**src/rtl/nibble_serial_subtractor_32.sv**
```systemverilog
// Slice-serial ripple-borrow subtractor: diff = a - b - b_in, SLICE bits per clock.
// Operands and results move through independent valid/ready handshakes; no overlap.
module nibble_serial_subtractor_32 #(
  parameter int WIDTH = 32,
  parameter int SLICE = 4
) (
  input  logic             clk,
  input  logic             rst_n,
  input  logic             in_valid_i,
  output logic             in_ready_o,
  input  logic [WIDTH-1:0] a_i,
  input  logic [WIDTH-1:0] b_i,
  input  logic             b_in_i,
  output logic             out_valid_o,
  input  logic             out_ready_i,
  output logic [WIDTH-1:0] diff_o,
  output logic             b_out_o,
  output logic             zero_o,
  output logic             neg_o,
  output logic             ovf_o
);

  localparam int NSL = WIDTH / SLICE;
  localparam int CW  = (NSL > 1) ? $clog2(NSL) : 1;
  localparam logic [CW-1:0] LAST = CW'(NSL - 1);

  typedef enum logic [1:0] {IDLE, RUN, DONE} state_t;

  state_t           state_q, state_d;
  logic [CW-1:0]    cnt_q;
  logic [WIDTH-1:0] a_q, b_q, diff_q, diff_d;
  logic             borrow_q, out_valid_q;
  logic             b_out_q, zero_q, neg_q, ovf_q;
  logic             accept, last;

  logic [SLICE-1:0] sl_a, sl_b, sl_d;
  logic [SLICE:0]   bw;

  assign accept = in_valid_i && in_ready_o;
  assign last   = (state_q == RUN) && (cnt_q == LAST);

  // Ripple-borrow chain for the slice selected by the counter
  always_comb begin
    sl_a  = a_q[cnt_q*SLICE +: SLICE];
    sl_b  = b_q[cnt_q*SLICE +: SLICE];
    bw    = '0;
    sl_d  = '0;
    bw[0] = borrow_q;
    for (int i = 0; i < SLICE; i++) begin
      sl_d[i]  = sl_a[i] ^ sl_b[i] ^ bw[i];
      bw[i+1]  = (~sl_a[i] & sl_b[i]) | (~(sl_a[i] ^ sl_b[i]) & bw[i]);
    end
    diff_d = diff_q;
    diff_d[cnt_q*SLICE +: SLICE] = sl_d;
  end

  always_ff @(posedge clk or negedge rst_n) begin
    if (!rst_n) state_q <= IDLE;
    else        state_q <= state_d;
  end

  always_comb begin
    state_d = state_q;
    case (state_q)
      IDLE:    if (accept)      state_d = RUN;
      RUN:     if (last)        state_d = DONE;
      DONE:    if (out_ready_i) state_d = IDLE;
      default:                  state_d = IDLE;
    endcase
  end

  always_comb begin
    in_ready_o = (state_q == IDLE);
  end

  always_ff @(posedge clk or negedge rst_n) begin
    if (!rst_n) begin
      a_q         <= '0;
      b_q         <= '0;
      borrow_q    <= 1'b0;
      cnt_q       <= '0;
      diff_q      <= '0;
      b_out_q     <= 1'b0;
      zero_q      <= 1'b0;
      neg_q       <= 1'b0;
      ovf_q       <= 1'b0;
      out_valid_q <= 1'b0;
    end else begin
      out_valid_q <= (state_d == DONE);
      if (accept) begin
        a_q      <= a_i;
        b_q      <= b_i;
        borrow_q <= b_in_i;
        cnt_q    <= '0;
      end else if (state_q == RUN) begin
        diff_q   <= diff_d;
        borrow_q <= bw[SLICE];
        cnt_q    <= last ? '0 : cnt_q + 1'b1;
        if (last) begin
          b_out_q <= bw[SLICE];
          zero_q  <= (diff_d == '0);
          neg_q   <= diff_d[WIDTH-1];
          // Final slice: bw[SLICE-1] is the borrow into the MSB
          ovf_q   <= bw[SLICE-1] ^ bw[SLICE];
        end
      end
    end
  end

  assign out_valid_o = out_valid_q;
  assign diff_o      = diff_q;
  assign b_out_o     = b_out_q;
  assign zero_o      = zero_q;
  assign neg_o       = neg_q;
  assign ovf_o       = ovf_q;

endmodule

```
**config.mk**
```make
export PLATFORM = sky130hd
export DESIGN_NAME = nibble_serial_subtractor_32
export DESIGN_NICKNAME = d
export VERILOG_FILES = /design/src/rtl/nibble_serial_subtractor_32.sv
export SDC_FILE = /design/constraint.sdc
export NUM_CORES = 1
export LEC_CHECK = 0
export BUFFER_PORTS_ARGS = -buffer_cell sky130_fd_sc_hd__clkbuf_2
export CAP_MARGIN = 10
export CORE_AREA = 2 2 105 107
export CTS_CLUSTER_DIAMETER = 60
export DETAILED_ROUTE_END_ITERATION = 10
export DIE_AREA = 0 0 107 109
export PLACE_DENSITY = 0.74
export SETUP_SLACK_MARGIN = 0.1
export SLEW_MARGIN = 5
export SYNTH_ARGS = -nofsm -noshare
export SYNTH_HDL_FRONTEND = slang
export SYNTH_SLANG_ARGS = --single-unit
```
**constraint.sdc**
```tcl
create_clock -name clk -period 4.5 [get_ports clk]
set_input_delay 0.9 -clock clk [delete_from_list [all_inputs] [get_ports clk]]
set_output_delay 0.9 -clock clk [all_outputs]
set_load 0.005 [all_outputs]
```
==> flow_summary.toml <==
[floorplanning]
die_h_microns = 109
initial_utilization_pct = 47.2
core_area_sq_um = 10600
pin_count = 107
die_w_microns = 107
fp.dieArea_sq_um = 11700
rows = 38

[clock_tree]
cts_made_buffers = 9
postCtsHoldBufs = 0
clk_latency_ns = 0.37
path_clk_slew_ns = 0.10
ctsResizeCount = 0
cts_sinks = 107
clockBufferDepth = 2
tritoncts = "done"
cts_root_buf = "clkbuf_8"
cts_setup_buffers = 0
cts_max_level = 3

[worst_setup_path]
crit_buf_inv = 1
crit_path_frequent_cell = "fa_1"
cp_top_family = "adder cells"
end_kind = "flip-flop"
rrSetupSlack_ns = 0.37
path_class = "flip-flop to flip-flop"
path_cells = "mux4_2 > mux2i_1 > fa_1 > inv_1 > fa_1 > fa_1 > fa_1 > nor2_1 > nand3b_1 > a311oi_2 > o2111ai_1 > o41ai_2"
required_ns = 4.77
slowest_stage = "mux4_2"
setup.worst_path.start_class = "flip-flop"
path_max_fanout = 4
arrival_ns = 4.40
max_stage_delay_ns = 0.52

[global_route]
antenna_found_initial = 0
overflow = 0
grt_pass1_wl_microns = 17000
grt_usage_pct = 19.0
grt_max_degree = 90
grt_pass1_vias = 3443

[yosys]
syn-cell-area_sq_um = 5000
synthCells = 362
synth-async-reset-ratio_pct = 100
synth_top_family_by_area = "multiplexers"
synth-xor-area-share_pct = 0.175
ys_top_cells_by_count = "dfrtp_1, mux2_2, nand2_1, mux4_2"
ys_types = 43
synth_flop_cell = "dfrtp_1"
synthSimpleGateAreaFrac_pct = 8.50
synth_adder_area_share_pct = 2.60
synth-seq-cells = 107
synth_compound_area_share_pct = 3.95
yosysWarnings = 0
synthesis.nets = 439
synth_edf_count = 0
synth_area_leaders = "dfrtp_1, mux2_2, mux4_2"
yosysMostFrequentCell = "dfrtp_1"
synth_top_area_cell = "dfrtp_1"
synth_top_area_share_pct = 53.5
avgSynthCellArea_sq_um = 13.8
muxShareOfSynthArea_pct = 29.1
synth_seq_area_share_pct = 53.5

[sta]
skew_ns = 0.00868
slew_headroom_pct = 27.5
tightest_slew_ns = 1.09
fmax_mhz = 242
timing.final.crit_share_pct = 91.8
hold_viol = 0
drv_slew = 0
setup-violations-final = 0
fin_setup_tns_ns = 0
hold_slack_ns = 0.491
post-route-min-period_ns = 4.13
rsz0062_at_grt = "false"

[power]
leakage_uw = 0.00270
ir_worst_vdd_v = 0.000502
p_per_area_nw_per_um2 = 863

[final_layout]
drive_above_1_share_pct = 51.3
fin_nets = 542
layout-area-overhead-vs-synth_pct = 17.0
final_core_util_pct = 55.2
antenna_cells = 0
fin_area_sq_um = 5850

[placement]
place_hpwl_microns = 7680
globalplace.congestion = 0.975
placed_area_sq_um = 5660
port-buffer-count = 106

[hold_path]
hp-class = "flip-flop to flip-flop"

[detailed_routing]
dr_total_vias = 3350
wire_per_inst_microns = 17.1
drt_wl_total_microns = 10400
drt_iter0_markers = 158
ant_nets = 0
dr.pass1.iters = 4
drc = 0
viasPerCell = 5.49

[run_status]
status = "finished clean"

[run]
drv_cap = 0
tightest hold or removal path, cell delays in order (launching register included):
cell and delay (ns):
dfrtp_1 0.35, nand2_1 0.04, o21ai_0 0.06
where the power goes:
| group | total, uW | leakage [uW] | switching (uW) | internal [uW] |
|---|---|---|---|---|
| Sequential | 1730 | 0.00130 | 302 | 1430 |
| Clock | 547 | 0.0000972 | 335 | 212 |
| Combinational | 2780 | 0.00130 | 1440 | 1330 |
| Total | 5050 | 0.00270 | 2080 | 2970 |
registers in the layout, indices dropped and copies added, names as in the netlist, 2 cells and up:
signal	count
b_q	32
cnt_q	3
diff_o	32
a_q	32
state_q	2
stage by stage:
stage	worst slack [ns]	power, uW	instances
2_1_floorplan	0.173	3640	362
3_3_place_gp	0.562	4420	594
3_5_place_dp	0.370	4540	594
4_1_cts	0.317	5100	610
5_1_grt	0.152	5450	610
6_report	0.370	5050	610
cells by family after synthesis:
family / after synthesis
multiplexers: 114
flip-flops: 107
AND/OR/NAND/NOR: 80
AO/OA/AOI/OAI: 28
buffers and inverters: 24
adder cells (fa/ha/maj): 8
XOR/XNOR: 1
layer usage:
metal	up-vias	track usage, %	part of all wire [%]
met1	1692	26.4	43
met5	-	0	0
met2	111	30.3	48
li1	1527	-	-
met4	0	6.77	1.7
met3	20	3.77	6.4
layout make-up:
class | instances | area, sq um
clock inverters | 7 | 62.6
clock buffers | 9 | 124
fillers | 911 | 4750
multi-input cells | 231 | 2220
repair buffers | 112 | 582
inverters | 4 | 15.0
flip-flops and latches | 107 | 2680
well taps | 140 | 175
final timing paths:
check / from / end / depth (start not counted)
setup / recovery: cnt_q[0] / zero_o / 12
hold / removal: neg_o / neg_o / 2
setup reg to reg: cnt_q[0] / zero_o / 12
hold reg to reg: neg_o / neg_o / 2
max in group asynchronous: rst_n / a_q[19] / 2
min in group asynchronous: rst_n / diff_o[12] / 1
layout by cell type (no fill, tap or decap), drive strengths merged, types with 2 or more instances in the layout:
cell type  synthesis  layout
nand2             29      29
nor4               4       4
nor2              12      12
a31oi              2       2
a21oi              3       3
mux4              16      16
o31ai              3       3
nand3b             4       4
nor2b              2       2
buf               14       7
mux2              90      90
or3                3       3
and2               5       5
nand4              3       3
nand3              4       4
nor3               4       4
ha                 4       4
fa                 4       4
clkinv             0       5
dfrtp            107     107
nor4b              2       2
nand2b             2       2
inv                4       6
or4                2       2
mux2i              8       8
o21ai             12      12
clkbuf             6     114
Power figures use the tool's default switching activity.
